<file path="config.mk">
export PLATFORM = sky130hd
export DESIGN_NAME = result_reader
export DESIGN_NICKNAME = d
export VERILOG_FILES = /design/src/rtl/result_reader.sv
export SDC_FILE = /design/constraint.sdc
export NUM_CORES = 1
export LEC_CHECK = 0
export CAP_MARGIN = 40
export CELL_PAD_IN_SITES_DETAIL_PLACEMENT = 0
export CELL_PAD_IN_SITES_GLOBAL_PLACEMENT = 1
export CORE_MARGIN = 2
export CORE_UTILIZATION = 40
export CTS_CLUSTER_SIZE = 28
export DETAILED_ROUTE_END_ITERATION = 12
export GPL_TIMING_DRIVEN = 0
export PLACE_DENSITY = 0.82
export SYNTH_ARGS = -nofsm -noshare
export SYNTH_HDL_FRONTEND = slang
export SYNTH_SLANG_ARGS = --single-unit
</file>
<file path="constraint.sdc">
create_clock -name clk -period 3.2 [get_ports clk]
set_input_delay 0.48 -clock clk [delete_from_list [all_inputs] [get_ports clk]]
set_output_delay 0.48 -clock clk [all_outputs]
set_load 0.01 [all_outputs]
</file>
<file path="src/rtl/result_reader.sv">
// Consumer-side capture of the datapath output register into a show-ahead FIFO.
// Each LD_outr strobe arms a capture of the post-load outr value on the next edge.
module result_reader #(
  parameter int unsigned WIDTH = 4,
  parameter int unsigned DEPTH = 4
) (
  input  logic                     clk,
  input  logic                     rst,
  input  logic                     E,
  input  logic                     LD_outr,
  input  logic [WIDTH-1:0]         outr,
  input  logic                     res_ready,
  input  logic                     clr_ovf,
  output logic                     res_valid,
  output logic [WIDTH-1:0]         res_data,
  output logic [$clog2(DEPTH):0]   level,
  output logic                     ovf,
  output logic [7:0]               total
);

  localparam int unsigned PW = $clog2(DEPTH);
  localparam int unsigned LW = PW + 1;

  logic [WIDTH-1:0] mem [DEPTH];
  logic [PW-1:0]    rd_ptr;
  logic [PW-1:0]    wr_ptr;
  logic             pend;
  logic             full;
  logic             pop;
  logic             push;
  logic             drop;
  logic [LW-1:0]    level_next;

  assign full = (level == LW'(DEPTH));
  assign pop  = res_valid & res_ready;
  // A full FIFO still accepts a capture when the head leaves on the same edge.
  assign push = pend & (~full | pop);
  assign drop = pend & full & ~pop;

  always_comb begin
    level_next = level + LW'(push) - LW'(pop);
  end

  assign res_data = res_valid ? mem[rd_ptr] : '0;

  always_ff @(posedge clk) begin
    if (push) mem[wr_ptr] <= outr;
  end

  always_ff @(posedge clk) begin
    if (rst) begin
      pend      <= 1'b0;
      rd_ptr    <= '0;
      wr_ptr    <= '0;
      level     <= '0;
      res_valid <= 1'b0;
      ovf       <= 1'b0;
      total     <= '0;
    end else begin
      pend <= E & LD_outr;
      if (push) begin
        wr_ptr <= wr_ptr + PW'(1);
        total  <= total + 8'd1;
      end
      if (pop) rd_ptr <= rd_ptr + PW'(1);
      level     <= level_next;
      res_valid <= (level_next != '0);
      if (drop)         ovf <= 1'b1;
      else if (clr_ovf) ovf <= 1'b0;
    end
  end

endmodule

</file>
Word level (Yosys, flattened, before mapping):

Memories as Yosys holds them, arrays and structs flattened. A register that Yosys moved wholly into a read port is not among the register bits.
Cells that the tools add are included.

* add/subtract/negate cells: 5
* $mul: 0
* div/mod/pow operators: 0
* $lt $le $gt $ge: 0
* eq/ne operators: 1
* shifts and indexed selects: 0
* multiplexer cells: 7
* bitwise gates (word level): 8
* reductions and logical operators: 2

Operators by type and width (count)
* $add A8 B1 Y8 const B: 1
* $and A1 B1 Y1: 5
* $add A2 B1 Y2 const B: 2
* $mux W1: 4
* $mux W2: 2
* $mux W4: 1
* $add A3 B1 Y3: 1
* $eq A3 B3 Y1 const B: 1
* $reduce_bool A3 Y1: 1
* $sub A3 B1 Y3: 1
* $not A1 Y1: 2
* $reduce_bool A2 Y1: 1
* $or A1 B1 Y1: 1

* flip-flop bits (word level): 18
* bits in latches: 0
* memory bits (writable): 16
* bits in read-only memories: 0
* input port bits: 10
* output and inout port bits: 17
* logic and storage cells: 31
* memories kept: 1

Memories
* mem: depth 4, bits a word 4, read ports 1, clocked after memory_dff 1, write ports 1, RTL line 24 `logic [WIDTH-1:0] mem [DEPTH];`

Depth between registers and ports, before layout:

Gate-level depths: netlist of run 1.

* depth in word-level cells: 7
* depth in mapped cells: 11

Least setup slack after synthesis of run 1:

Ideal clock, no wire load.

* kind: in2reg
* from: input res_ready
* to: register res_valid
* setup time: 132 ps
* data arrival time: 2323 ps
* data required time: 3068 ps
* path slack: 744 ps
* stages: 11
* path buffers: 0
* cells stage by stage: a211oi_4 -> a21oi_4 -> inv_1 -> ha_1 -> inv_1 -> ha_1 -> inv_1 -> fa_1 -> xor2_1 -> xnor2_1 -> a31oi_1

* longest elaborated chain between the ends: 6

Ends and longest elaborated chain
* start: declaration: RTL line 12 `input logic res_ready,`
* $and A1 B1 Y1 *: RTL line 35 `assign pop = res_valid & res_ready;`
* $or A1 B1 Y1: RTL line 37 `assign push = pend & (~full | pop);`
* $and A1 B1 Y1: RTL line 37
* $add A3 B1 Y3: RTL line 41 `level_next = level + LW'(push) - LW'(pop);`
* $sub A3 B1 Y3 *: RTL line 41
* $reduce_bool A3 Y1 *: RTL line 67 `res_valid <= (level_next != '0);`
* end signal: assignment: RTL line 67
* end: declaration: RTL line 14 `output logic res_valid,`

Mark *: on every way between the ends. The rest lies on a longest branch, timed or not.
A chain may end at the register's enable or synchronous reset.

Worst setup path in the final report of run 1:

Ends and elaborated chain as after synthesis.

==> flow_metrics.tcl, run 1 <==
set metrics [dict create \
    status "finished clean" \
    wire_per_inst_um 13.5 \
    grt_pass1_wl_um 4480 \
    synth_top_area_cell "edfxtp_1" \
    clk_path_buf_depth 2 \
    worst_ep_arrival_time_ns 3.03 \
    netlist.area_leader.share 0.314 \
    regToRegEndpoint "res_valid$_SDFF_PP0_" \
    startpoint "res_ready" \
    cts_tree "built" \
    fin_skew_ns 0.00428 \
    drt_wl_total_um 2710 \
    async_reset_ff_frac 0 \
    die_area_mm2 0.00434 \
    maxCapViolCount 0 \
    synth-seq-cells 36 \
    finalWorstSetupSlack_ns 0.320 \
    slew_violations 0 \
    gp_congestion 0.788 \
    reg2reg_from "res_valid$_SDFF_PP0_" \
    crit_path_max_fanout 9 \
    fill_cells 323 \
    core_area_mm2 0.00366 \
    dp_hpwl_um 2040 \
    post_cts_buffers 0 \
    instances_no_fill 201 \
    synth-main-ff-cell "dfxtp_1" \
    syn2layout_area_growth_pct 27.9 \
    multiInputGateArea_um2 604 \
    overflow 0 \
    rr_worst_depth 11 \
    synthesis.area_mm2 0.00153 \
    post-place-ws_ns -0.000775 \
    vias 942 \
    cts-root-buf "clkbuf_8" \
    synthCells 119 \
    register_area_um2 881 \
    power.total_mw 1.28 \
    cts_buffers 5 \
    cts_hold_buf 0 \
    synth_edf_count 16 \
    insertedDiodeCount 0 \
    die_w_um 65.9 \
    layout_commonest_cell "clkdlybuf4s50_1" \
    grt.total_usage 0.149 \
    avgSynthCellArea_um2 12.9 \
    synth_nets 137 \
    grt_pass1_vias 1001 \
    crit_top_cell "inv_1" \
    clock_latency_ns 0.29 \
    mostFrequentLayoutCells "26 x clkdlybuf4s50_1, 20 x dfxtp_1, 18 x nor2_1" \
    cp_data_required_time_ns 3.35 \
    die_h_um 65.9 \
    cts.sinks 36 \
    worstSetupPathType "in -> reg" \
    cp.depth 12 \
    yosys_warnings 0 \
    ys_seq_area_frac 0.575 \
    start_util 0.418 \
    fin_crit_sh 0.900 \
    grt_max_degree 12 \
    power.density_mw_per_mm2 652 \
    rrSetupSlack_ns 0.60 \
    htree_levels 2 \
    nNetsFinal 170 \
    worstPathCellList "clkdlybuf4s50_1 -> a211oi_4 -> a21oi_4 -> inv_1 -> ha_1 -> inv_1 -> ha_1 -> inv_1 -> fa_1 -> xor2_1 -> xnor2_1 -> a31oi_1" \
    critical-path-top-delay-family "compound AO/OA/AOI/OAI gates" \
    route.detailed.drc 0 \
    fmax_ghz 0.347 \
    dpl.cell_count 193 \
    hold_class "reg -> reg" \
    peakVddDrop_mv 0.338 \
    grt_antenna_before_repair 0 \
    slew_headroom 0.686 \
    fin_util 0.535 \
    first_pass_iters 4 \
    cpPeakStageDelay_ns 0.49 \
    setup_viol 0 \
    critical-path-slowest-cell "a211oi_4" \
    cp-endpoint "res_valid$_SDFF_PP0_" \
    cp_num_buf_inv 4 \
    drt_iter0_markers 19 \
    num_rows 22 \
    synthTopCellsByArea "edfxtp_1 31%, dfxtp_1 26%, mux4_2 5.9%" \
    layout-drive-gt1-share 0.163 \
    vias_per_cell 4.69 \
    finalCriticalPeriod_ns 2.88 \
    portBuffers 26 \
    path_clk_slew_ns 0.07 \
    ios 27 \
    ant_nets 0 \
    hold_viol 0 \
    tightest_slew_ns 0.471 \
    post_cts_resize_count 0 \
    endpoint_kind "register" \
    p_leak_nw 0.695 \
    start_kind "input pin" \
    synthDistinctLibCells 24 \
    rsz0062_at_grt "false" \
]
==> worst min-delay path, delay by kind of cell, from the launching register on <==
| kind | cells | cell delay [ns] |
|---|---|---|
| AO/OA/AOI/OAI | 1 | 0.06 |
| flip-flops | 1 | 0.34 |
| AND/OR/NAND/NOR | 1 | 0.07 |
==> per-layer routing <==
| metal | vias up | wire length, um | global-route usage | share of wire |
|---|---|---|---|---|
| met5 | - | 0 | 0 | 0 |
| met4 | 0 | 72 | 0.0938 | 0.027 |
| met3 | 7 | 87 | 0.0409 | 0.032 |
| met2 | 18 | 1380 | 0.253 | 0.51 |
| met1 | 443 | 1170 | 0.163 | 0.43 |
| li1 | 474 | - | - | - |
==> cells by family (layout without fill, tap and decap cells) <==
kind of cell / count (synthesis) / in the layout / synth area share
simple gates: 35 / 35 / 0.118
xor+xnor: 11 / 11 / 0.0629
compound gates: 11 / 11 / 0.0719
fa+ha+maj: 8 / 8 / 0.0703
flops: 36 / 36 / 0.575
buf+inv: 12 / 46 / 0.0302
mux: 6 / 6 / 0.0719
==> cells in the mapped netlist, drive strengths merged, types with 2 or more instances <==
library cell,count
mux2i,2
inv,9
edfxtp,16
xor2,2
ha,7
xnor2,9
and2,9
a21oi,4
mux4,4
nand2,3
nand4,3
a211oi,4
nor2,18
dfxtp,20
clkbuf,2
==> power by group <==
part | internal (mW) | leakage (nW) | switching [mW]
Sequential | 0.518 | 0.307 | 0.0515
Clock | 0.231 | 0.0552 | 0.157
Combinational | 0.172 | 0.332 | 0.148
==> worst min path at each step <==
| stage | startpoint | end | depth (start not counted) |
|---|---|---|---|
| 6_report | ovf$_SDFFE_PP0P_ | ovf$_SDFFE_PP0P_ | 2 |
| 5_1_grt | ovf$_SDFFE_PP0P_ | ovf$_SDFFE_PP0P_ | 2 |
| 4_1_cts | ovf$_SDFFE_PP0P_ | ovf$_SDFFE_PP0P_ | 2 |
| 3_5_place_dp | ovf$_SDFFE_PP0P_ | ovf$_SDFFE_PP0P_ | 2 |
| 3_3_place_gp | ovf$_SDFFE_PP0P_ | ovf$_SDFFE_PP0P_ | 2 |
| 2_1_floorplan | rd_ptr[1]$_SDFFE_PP0N_ | register | 2 |
==> stage by stage <==
stage | hold WS (ns) | area (um^2) | setup TNS [ns]
after floorplan | 0.485 | 1530 | 0
after global placement | 0.476 | 1850 | 0
after detailed placement | 0.495 | 1850 | -0.000775
after CTS | 0.513 | 1960 | 0
after global routing | 0.532 | 1960 | 0
final | 0.508 | 1960 | 0
==> layout make-up <==
class	count	area share
Sequential cell	36	0.450
Clock buffer	6	0.0370
Tap cell	48	0.0307
Buffer	3	0.00639
Inverter	9	0.0172
Timing Repair Buffer	26	0.133
Clock inverter	2	0.0179
Multi-Input combinational cell	71	0.308
==> sequential cells by signal (all words and copies together), names as in the netlist, named ones only <==
register	count
total	8
res_valid	1
pend	1
ovf	1
rd_ptr	2
level	3
mem	16
wr_ptr	2
Note: power is estimated with default switching activity, not from simulation.
==> run 2, diff against run 1 <==
- CORE_UTILIZATION: 40 -> 35
- PLACE_DENSITY: 0.82 -> 0.74
==> run 2 against run 1 <==
  * Design area shrank 1.1%
  * Critical path type unchanged
  * Critical endpoint unchanged
  * Utilization shrank 8.4 points
  * Sequential share of layout area grew 0.52 points
  * Total power shrank 7.4%
  * Global-route usage shrank 2.5 points
  * Register-to-register slack gained 0.02 ns
  * Via count grew 1.5%
  * Count of clock-buffer cells in the layout grew 1
  * Largest cell class unchanged
==> flow_metrics.tcl, run 2 (synthesized netlist as in run 1, its figures left out) <==
set metrics [dict create \
    die_w_um 70.2 \
    nNetsFinal 170 \
    p_leak_nw 0.679 \
    pwr-share-comb 0.269 \
    grt_pass1_wl_um 4620 \
    endpoint_kind "register" \
    vias 956 \
    grt_pass1_vias 993 \
    rsz0062_at_grt "false" \
    drt_wl_total_um 2590 \
    fin_skew_ns 0.00542 \
    gp_congestion 0.728 \
    maxCapViolCount 0 \
    top_register "mem" \
    hold_class "reg -> reg" \
    fin_crit_sh 0.902 \
    mostFrequentLayoutCells "26 x clkdlybuf4s50_1, 20 x dfxtp_1, 18 x nor2_1" \
    portBuffers 26 \
    cts-root-buf "clkbuf_8" \
    clk_path_buf_depth 2 \
    finalCriticalPeriod_ns 2.88 \
    swShare 0.289 \
    path_clk_slew_ns 0.07 \
    switchingPower_mw 0.342 \
    die_area_mm2 0.00492 \
    ios 27 \
    first_pass_iters 4 \
    cp_data_required_time_ns 3.34 \
    syn2layout_area_growth_pct 26.5 \
    hold_viol 0 \
    layout-drive-gt1-share 0.150 \
    dp_hpwl_um 1930 \
    cts.sinks 36 \
    die_h_um 70.2 \
    setup_viol 0 \
    core_area_mm2 0.00429 \
    cts_tree "built" \
    post_cts_resize_count 0 \
    fill_cells 396 \
    tightest_slew_ns 0.504 \
    grt_antenna_before_repair 0 \
    post-place-ws_ns 0.0256 \
    slew_headroom 0.664 \
    tns_ns 0 \
    post_cts_buffers 0 \
    cts_buffers 5 \
    worst_ep_arrival_time_ns 3.03 \
    grt_max_degree 11 \
    largest_reg_flops 16 \
    start_kind "input pin" \
    htree_levels 2 \
    drt_iter0_markers 42 \
    start_util 0.357 \
    register_area_um2 881 \
    crit_path_max_fanout 9 \
    ant_nets 0 \
    fmax_ghz 0.347 \
    route.detailed.drc 0 \
    finalWorstSetupSlack_ns 0.315 \
    vias_per_cell 4.66 \
    layout_commonest_cell "clkdlybuf4s50_1" \
    wire_per_inst_um 12.6 \
    cts_hold_buf 0 \
    worstSetupPathType "in -> reg" \
    peakVddDrop_mv 0.195 \
    multiInputGateArea_um2 604 \
    power.density_mw_per_mm2 611 \
    grt.total_usage 0.124 \
    power_frac_seq 0.481 \
    insertedDiodeCount 0 \
    p_int_mw 0.841 \
    reg_top3 "mem (16), total (8), level (3)" \
    slew_violations 0 \
    overflow 0 \
    clock_latency_ns 0.28 \
    status "finished clean" \
    power.share.clock 0.250 \
    num_rows 24 \
]
[run 2: worst max-delay path, stage by stage]
cell and delay, ns:
clkdlybuf4s50_1 0.47, a211oi_4 0.51, a21oi_4 0.18, inv_1 0.09, ha_1 0.23, inv_1 0.05
ha_1 0.13, inv_1 0.05, fa_1 0.37, xor2_1 0.16, xnor2_1 0.20, a31oi_1 0.12
[run 2: power by group through the flow]
stage               registers, mW  clock network [mW]  logic [mW]
finish                      0.569               0.296       0.318
global route                0.579               0.320       0.355
CTS                         0.572               0.306       0.322
detailed placement          0.583                   0       0.319
global placement            0.581                   0       0.313
floorplan                   0.579                   0       0.192
[run 2: cell type report]
cell class                      instances  area share
Buffer                                  3     0.00646
Clock buffer                            7      0.0394
Clock inverter                          1     0.00194
Inverter                                9      0.0174
Multi-Input combinational cell         71       0.312
Sequential cell                        36       0.455
Tap cell                               52      0.0336
Timing Repair Buffer                   26       0.134
[run 2: through the flow]
step,utilization,std cells,hold WS [ns],instance area [um^2],power [mW]
2_1_floorplan,-,119,0.485,1530,0.771
3_3_place_gp,0.432,197,0.477,1860,0.894
3_5_place_dp,0.432,197,0.479,1860,0.902
4_1_cts,0.451,205,0.498,1940,1.20
5_1_grt,0.451,205,0.552,1940,1.25
6_report,0.451,205,0.492,1940,1.18
[run 2: layer usage]
metal | up-vias | part of all wire | wire length, um | global-route usage
li1 | 477 | - | - | -
met1 | 463 | 0.45 | 1180 | 0.150
met2 | 14 | 0.51 | 1310 | 0.197
met3 | 2 | 0.028 | 73 | 0.0447
met4 | 0 | 0.0097 | 25 | 0.0577
met5 | - | 0 | 0 | 0
[run 2: final timing paths]
| path | startpoint | end | slack (ns) | cells past startpoint |
|---|---|---|---|---|
| setup / recovery | res_ready | res_valid$_SDFF_PP0_ | 0.32 | 12 |
| hold reg to reg | ovf$_SDFFE_PP0P_ | ovf$_SDFFE_PP0P_ | 0.49 | 2 |
| hold / removal | ovf$_SDFFE_PP0P_ | ovf$_SDFFE_PP0P_ | 0.49 | 2 |
| setup reg to reg | res_valid$_SDFF_PP0_ | res_valid$_SDFF_PP0_ | 0.62 | 11 |
==> run 3, diff against run 2 <==
- CAP_MARGIN: 40 -> unset
- CORE_UTILIZATION: 35 -> 41
- HOLD_SLACK_MARGIN: unset -> 0.12
- PLACE_DENSITY: 0.74 -> 0.83
==> run 3 against run 2 <==
  * Total power rose by 2.7%
  * Sequential cell count unchanged
  * Count of clock-buffer cells in the layout down 1
  * Non-clock buffer count is the same
  * Critical endpoint unchanged
==> flow_metrics.tcl, run 3 (synthesized netlist as in run 1, its figures left out) <==
set metrics [dict create \
    rr_worst_depth 11 \
    grt_pass1_vias 984 \
    power.density_mw_per_mm2 625 \
    overflow 0 \
    slew_violations 0 \
    status "finished clean" \
    reg_top3 "mem (16), total (8), level (3)" \
    core_area_mm2 0.00363 \
    endpoint_kind "register" \
    finalCriticalPeriod_ns 2.86 \
    cts_tree "built" \
    start_kind "input pin" \
    rsz0062_at_grt "false" \
    drt_wl_total_um 2700 \
    cp.depth 12 \
    wire_per_inst_um 13.4 \
    first_pass_iters 4 \
    fin_util 0.535 \
    hold_class "reg -> reg" \
    instances_no_fill 201 \
    critical-path-top-delay-family "compound AO/OA/AOI/OAI gates" \
    post_cts_resize_count 0 \
    ant_nets 0 \
    start_util 0.421 \
    grt_antenna_before_repair 0 \
    setup_viol 0 \
    cp-endpoint "res_valid$_SDFF_PP0_" \
    worst_ep_arrival_time_ns 3.02 \
    path_clk_slew_ns 0.07 \
    rrSetupSlack_ns 0.61 \
    htree_levels 2 \
    route.detailed.drc 0 \
    cts-root-buf "clkbuf_8" \
    fmax_ghz 0.349 \
    fin_crit_sh 0.895 \
    post_cts_buffers 0 \
    crit_path_max_fanout 9 \
    slew_headroom 0.668 \
    worstPathCellList "clkdlybuf4s50_1 -> a211oi_4 -> a21oi_4 -> inv_1 -> ha_1 -> inv_1 -> ha_1 -> inv_1 -> fa_1 -> xor2_1 -> xnor2_1 -> a31oi_1" \
    cts.sinks 36 \
    layout_commonest_cell "clkdlybuf4s50_1" \
    mostFrequentLayoutCells "26 x clkdlybuf4s50_1, 20 x dfxtp_1, 18 x nor2_1" \
    gp_congestion 0.730 \
    grt_pass1_wl_um 4510 \
    die_area_mm2 0.00424 \
    finalHoldWorstSlack_ns 0.507 \
    drt_iter0_markers 21 \
    layout-drive-gt1-share 0.170 \
    syn2layout_area_growth_pct 27.0 \
    vias_per_cell 4.68 \
    nNetsFinal 170 \
    grt_max_degree 12 \
    dp_hpwl_um 2050 \
    largest_reg_flops 16 \
    tightest_slew_ns 0.497 \
    die_w_um 65.1 \
    grt.total_usage 0.149 \
    cts_hold_buf 0 \
    crit_top_cell "inv_1" \
    clk_path_buf_depth 2 \
    dpl.cell_count 193 \
    cp_data_required_time_ns 3.36 \
    cpPeakStageDelay_ns 0.50 \
    fin_skew_ns 0.00762 \
    reg2reg_from "res_valid$_SDFF_PP0_" \
    tns_ns 0 \
    clock_latency_ns 0.29 \
    top_register "mem" \
    critical-path-slowest-cell "a211oi_4" \
    regToRegEndpoint "res_valid$_SDFF_PP0_" \
    num_rows 22 \
    cp_num_buf_inv 4 \
    p_leak_nw 0.690 \
    hold_viol 0 \
    startpoint "res_ready" \
    ios 27 \
    power.total_mw 1.22 \
    vias 940 \
    portBuffers 26 \
    worstSetupPathType "in -> reg" \
    insertedDiodeCount 0 \
    cts_buffers 5 \
    maxCapViolCount 0 \
    die_h_um 65.1 \
    peakVddDrop_mv 0.270 \
]
==> run 3: changes by cell type in the layout (fill, tap and decap cells not counted) <==
cell and change:
clkinv_2 +2, clkbuf_1 -2, clkinv_1 -1, clkbuf_8 +1
==> run 3: through the flow <==
step                      instance area [um^2]  worst slack [ns]
after floorplan                           1530             0.744
after global placement                    1850            0.0596
after detailed placement                  1850            0.0101
after CTS                                 1940             0.320
after global routing                      1940             0.146
final                                     1940             0.337
==> run 3: power by group <==
group          switching [mW]  leakage (nW)  internal, mW
Clock                   0.155        0.0510         0.172
Sequential             0.0509         0.307         0.518
Combinational           0.148         0.332         0.171
==> run 3: cell type report <==
cell class / instances / area [um^2]
inverter: 9 / 33.8
clock buffer: 6 / 82.6
sequential: 36 / 881
timing repair buffer: 26 / 260
clock inverter: 2 / 10.0
fill: 341 / 1690
tap: 48 / 60.1
multi-input combinational: 71 / 604
buffer: 3 / 12.5
==> run 3: worst min path at each step <==
stage	startpoint	to	slack [ns]	cells past startpoint
floorplan	rd_ptr[1]$_SDFFE_PP0N_	register	0.48	2
global placement	ovf$_SDFFE_PP0P_	ovf$_SDFFE_PP0P_	0.48	2
detailed placement	ovf$_SDFFE_PP0P_	ovf$_SDFFE_PP0P_	0.49	2
CTS	ovf$_SDFFE_PP0P_	ovf$_SDFFE_PP0P_	0.52	2
global route	rd_ptr[1]$_SDFFE_PP0N_	rd_ptr[1]$_SDFFE_PP0N_	0.56	2
finish	ovf$_SDFFE_PP0P_	ovf$_SDFFE_PP0P_	0.51	2
==> run 3: tightest hold or removal path: cells and delay by family (launching register included) <==
kind	cells	cell delay [ns]
AOI/OAI and AO/OA	1	0.06
and+or+nand+nor	1	0.07
DFF	1	0.34
==> run 3: routing by layer <==
metal / global-route usage / part of all wire / vias up
met5: 0 / 0 / -
met4: 0.102 / 0.029 / 0
met3: 0.0394 / 0.039 / 8
met2: 0.246 / 0.49 / 16
met1: 0.170 / 0.44 / 446
li1: - / - / 470
